--- config.mk ---
export PLATFORM = sky130hd
export DESIGN_NAME = fb_write_scheduler
export DESIGN_NICKNAME = d
export VERILOG_FILES = /design/src/rtl/fb_write_scheduler.sv
export SDC_FILE = /design/constraint.sdc
export NUM_CORES = 1
export LEC_CHECK = 0
export ABC_AREA = 1
export BUFFER_PORTS_ARGS = -buffer_cell sky130_fd_sc_hd__buf_2
export CORE_MARGIN = 5
export CORE_UTILIZATION = 45
export CTS_BUF_LIST = sky130_fd_sc_hd__clkbuf_2 sky130_fd_sc_hd__clkbuf_4 sky130_fd_sc_hd__clkbuf_8
export DETAILED_ROUTE_END_ITERATION = 8
export GPL_TIMING_DRIVEN = 1
export PLACE_DENSITY = 0.78
export SLEW_MARGIN = 20
export SYNTH_ARGS = -nofsm -noshare
export SYNTH_HDL_FRONTEND = slang
export SYNTH_SLANG_ARGS = --single-unit
--- constraint.sdc ---
create_clock -name clk -period 4 [get_ports clk]
set_clock_uncertainty 0.2 [all_clocks]
set_input_delay 0.8 -clock clk [delete_from_list [all_inputs] [get_ports clk]]
set_output_delay 0.8 -clock clk [all_outputs]
set_load 0.02 [all_outputs]
--- src/rtl/fb_write_scheduler.sv ---
// Frame buffer write scheduler: round-robin pixel arbitration between two draw engines,
// vblank-synchronised buffer swap and an optional clear sweep of the new back buffer.
module fb_write_scheduler #(
    parameter int H_RES = 640,
    parameter int V_RES = 480,
    parameter int X_W   = 10,
    parameter int Y_W   = 10
) (
    input  logic           clk,
    input  logic           rst_n,
    input  logic           vblank,
    input  logic           frame_done,
    input  logic           clear_en,
    input  logic [23:0]    clear_color,
    input  logic           req0_valid,
    output logic           req0_ready,
    input  logic [X_W-1:0] req0_x,
    input  logic [Y_W-1:0] req0_y,
    input  logic [23:0]    req0_rgb,
    input  logic           req1_valid,
    output logic           req1_ready,
    input  logic [X_W-1:0] req1_x,
    input  logic [Y_W-1:0] req1_y,
    input  logic [23:0]    req1_rgb,
    output logic           wr_en,
    output logic [X_W-1:0] wr_x,
    output logic [Y_W-1:0] wr_y,
    output logic [7:0]     wr_r,
    output logic [7:0]     wr_g,
    output logic [7:0]     wr_b,
    output logic           swap,
    output logic           busy,
    output logic [15:0]    frame_count
);

    typedef enum logic [1:0] {DRAW, WAIT_VBLANK, SWAP, CLEAR} state_t;

    localparam logic [X_W-1:0] X_LAST = X_W'(H_RES - 1);
    localparam logic [Y_W-1:0] Y_LAST = Y_W'(V_RES - 1);
    localparam logic [X_W:0]   H_LIM  = (X_W + 1)'(H_RES);
    localparam logic [Y_W:0]   V_LIM  = (Y_W + 1)'(V_RES);

    state_t         state, state_next;
    logic           last_grant;
    logic           grant0, grant1;
    logic           req0_in, req1_in;
    logic [X_W-1:0] x_cnt;
    logic [Y_W-1:0] y_cnt;

    assign req0_in    = ({1'b0, req0_x} < H_LIM) && ({1'b0, req0_y} < V_LIM);
    assign req1_in    = ({1'b0, req1_x} < H_LIM) && ({1'b0, req1_y} < V_LIM);
    assign req0_ready = grant0;
    assign req1_ready = grant1;

    // Under contention the requester that did not win the last handshake is granted.
    always_comb begin
        grant0     = 1'b0;
        grant1     = 1'b0;
        state_next = state;
        case (state)
            DRAW: begin
                if (req0_valid && (!req1_valid || last_grant)) begin
                    grant0 = 1'b1;
                end else if (req1_valid) begin
                    grant1 = 1'b1;
                end
                if (frame_done) begin
                    state_next = WAIT_VBLANK;
                end
            end
            WAIT_VBLANK: begin
                if (vblank) begin
                    state_next = SWAP;
                end
            end
            SWAP: begin
                state_next = clear_en ? CLEAR : DRAW;
            end
            CLEAR: begin
                if (x_cnt == X_LAST && y_cnt == Y_LAST) begin
                    state_next = DRAW;
                end
            end
            default: state_next = DRAW;
        endcase
    end

    // swap and busy are registered from the next state so they line up with the state register.
    always_ff @(posedge clk or negedge rst_n) begin
        if (!rst_n) begin
            state       <= DRAW;
            last_grant  <= 1'b1;
            wr_en       <= 1'b0;
            wr_x        <= '0;
            wr_y        <= '0;
            wr_r        <= '0;
            wr_g        <= '0;
            wr_b        <= '0;
            swap        <= 1'b0;
            busy        <= 1'b0;
            frame_count <= '0;
            x_cnt       <= '0;
            y_cnt       <= '0;
        end else begin
            state <= state_next;
            busy  <= (state_next != DRAW);
            swap  <= (state_next == SWAP);
            wr_en <= 1'b0;
            if (state == SWAP) begin
                frame_count <= frame_count + 16'd1;
                x_cnt       <= '0;
                y_cnt       <= '0;
            end
            if (grant0) begin
                last_grant <= 1'b0;
                if (req0_in) begin
                    wr_en <= 1'b1;
                    wr_x  <= req0_x;
                    wr_y  <= req0_y;
                    {wr_r, wr_g, wr_b} <= req0_rgb;
                end
            end else if (grant1) begin
                last_grant <= 1'b1;
                if (req1_in) begin
                    wr_en <= 1'b1;
                    wr_x  <= req1_x;
                    wr_y  <= req1_y;
                    {wr_r, wr_g, wr_b} <= req1_rgb;
                end
            end
            if (state == CLEAR) begin
                wr_en <= 1'b1;
                wr_x  <= x_cnt;
                wr_y  <= y_cnt;
                {wr_r, wr_g, wr_b} <= clear_color;
                if (x_cnt == X_LAST) begin
                    x_cnt <= '0;
                    y_cnt <= y_cnt + 1'b1;
                end else begin
                    x_cnt <= x_cnt + 1'b1;
                end
            end
        end
    end

endmodule

==> metrics.txt <==
ranking of synthesized cells by area dfrtp_1 (39%), nand2_1 (24%), inv_1 (8.4%); Post-Syn Area per Cell 6.57 um2; sequential share of power 51.0%; unique cell type count in the Yosys netlist 29; internal power 0.00133 W; DP Area 6470 um2; crit path DAT 1.77 ns; Rel. slew slack 47.1%; gr usage total 21.1%; grt total ovfl 0; post-route minimum period 2.77 ns; initial core utilization 46.0%; max incr delay on CP 0.53 ns; Area Overhead vs Synth 21.3%; Final Max Tran Viols 0; Worst Setup SP state[1]; Syn Inst Count 841; Fillers 1195; CTS clock-pin slew for the worst setup and hold paths 0.09 ns; TritonCTS Sinks 86; CTS root buffer clkbuf_8; WL per Instance 13.5 um; first drt pass iteration count 5; Die W 121 um; Static Leak 3.95 nW; Setup CP Type flop to output port; largest net degree at the start of global routing 64; Antenna diodes 0; initial drt markers 416; row cnt 40; H-tree depth 3; initial antenna violation count 1; Clock Power Share 39.6%; Mapped Area 5520 um2; Final Hold Vio Count 0; post-DR vias/cell 5.03; Residual DRC 0; Slew @ Worst Pin 0.794 ns; P_sw 0.000413 W; post-route design area 6700 um2; vias in the first global route 5239; Non-Filler Instances 1153; RSZ-0062 raised after global routing no; final setup vio count 0; fin worst setup slack 1.23 ns; routed via count 5799; CP Data Required Time 3.00 ns; Tcrit/Tclk final 69.3%; number of I/O port buffers 183; cts bufs inserted 9; Ports 184; # Max-Cap Violations 0; Setup crit end kind output port; status complete, no violations; cts repair resizes 0; die area 14600 um2; core area 12000 um2; top cell type's share of synthesized area 38.5%; Final ANT Viol Nets 0; clock tree buffer depth 2; critical path peak fanout 23; Seq/Total Area, Yosys 39.0%; setup TNS 0 ns; Switching Share 23.7%; synth warn 0; Post-CTS Setup Bufs 0; worst min-delay path category primary input to async pin; chip height 121 um; Clock Latency Late Sink 0.36 ns; Post-Place Setup Slack 1.03 ns; hpwl dp 11400 um; placed cell count 1137; nets@finish 1123; startpoint class of the critical path flop; synthesized flop and latch total 86; first-pass GRT wire length 25100 um; Worst VDD drop 0.188 mV; TritonCTS clock tree done; FF-to-FF Start state[1]; Comb power frac 9.4%; hold_ws 0.316 ns; share of layout cells above drive strength 1 21.8%; hold_buf cts 0; worst reg-to-reg path cell count 8; cell taking the most area after synthesis dfrtp_1; PwrDens 260 nW/um2; slowest CP cell dfrtp_1; critical-path cell list nor2_2 > nand3_4 > inv_2 > buf_2; fmax 0.361 GHz; Routed Wire Length 15600 um; Final GP Congestion 0.853; Net Count, Synth 963
==> cell usage after synthesis, drive strengths merged <==
cell    instances
nand2         361
nor3b           1
nor3            6
buf            29
nand3          80
clkbuf         12
dfstp           1
nand4          52
a21oi           4
xor2            8
nand3b          3
o22ai           5
nor2           40
inv           126
o21ai          14
dfrtp          85
and2            2
a22oi           1
xnor2           8
ha              3
==> through the flow <==
step / total power [W] / utilization, %
3_3_place_gp: 0.00107 / 53.9
5_1_grt: 0.00182 / 55.8
3_5_place_dp: 0.00107 / 53.9
2_1_floorplan: 0.000970 / -
6_report: 0.00174 / 55.8
4_1_cts: 0.00176 / 55.8
==> cell usage in the layout (no fill, tap or decap), types with 4 or more instances in the layout <==
| cell type | instances |
|---|---|
| o21ai_0 | 14 |
| nor3_1 | 6 |
| xor2_1 | 8 |
| nor2_1 | 36 |
| inv_1 | 123 |
| clkbuf_8 | 10 |
| dfrtp_1 | 85 |
| nand3_1 | 76 |
| buf_4 | 8 |
| nand3_4 | 4 |
| nand2_1 | 360 |
| nand4_1 | 52 |
| o22ai_1 | 5 |
| buf_2 | 182 |
| xnor2_1 | 8 |
| a21oi_1 | 4 |
==> state kept, by name, indices dropped and copies added (netlist names) <==
| name | count |
|---|---|
| busy | 1 |
| frame_count | 16 |
| last_grant | 1 |
| state | 2 |
| swap | 1 |
| wr_b | 8 |
| wr_en | 1 |
| wr_g | 8 |
| wr_r | 8 |
| wr_x | 10 |
| wr_y | 10 |
| x_cnt | 10 |
| y_cnt | 10 |
==> cell families (layout without fill, tap and decap cells) <==
logic type | Yosys count | in the layout | synth area share (%)
fa+ha+maj | 3 | 3 | 0.680
xor+xnor | 16 | 16 | 2.54
buf+inv | 167 | 332 | 12.4
simple gates | 545 | 545 | 43.0
flops | 86 | 86 | 39.0
compound gates | 24 | 24 | 2.33
==> final cells by class <==
type	count	area, um2	share of cell area, %
inverter	126	475	7.10
clock buffer	11	145	2.17
multi-input combinational	588	2690	40.1
timing repair buffer	190	971	14.5
tap	147	184	2.75
clock inverter	5	81.3	1.21
sequential	86	2150	32.2
==> worst max-delay path: cells and delay by family (launching register included) <==
| family | cells | cell delay, ns |
|---|---|---|
| buffers and inverters | 2 | 0.58 |
| DFF | 1 | 0.53 |
| and+or+nand+nor | 2 | 0.29 |
==> path summary, 6_finish.rpt <==
kind / to / slack [ns]
worst min-delay path: wr_en / 0.32
max in group asynchronous: last_grant / 2.50
worst max-delay path: req0_ready / 1.23
worst min register to register: wr_r[6] / 0.33
worst max register to register: wr_b[3] / 1.38
min in group clk: wr_r[6] / 0.33
==> per-layer routing <==
metal  up-vias  track usage (%)  share of wire [%]
met2       196             34.8                 47
met4         2             6.80                2.0
met1      2645             27.3                 43
li1       2928                -                  -
met5         -                0              0.084
met3        28             5.33                7.3
==> power by group through the flow <==
| stage | clock, W | sequential (W) | combinational, W |
|---|---|---|---|
| 2_1_floorplan | 0 | 0.000921 | 0.0000491 |
| 3_3_place_gp | 0 | 0.000906 | 0.000163 |
| 3_5_place_dp | 0 | 0.000906 | 0.000165 |
| 4_1_cts | 0.000710 | 0.000889 | 0.000166 |
| 5_1_grt | 0.000741 | 0.000890 | 0.000186 |
| 6_report | 0.000691 | 0.000889 | 0.000164 |
(Power assumes the default switching activity.)
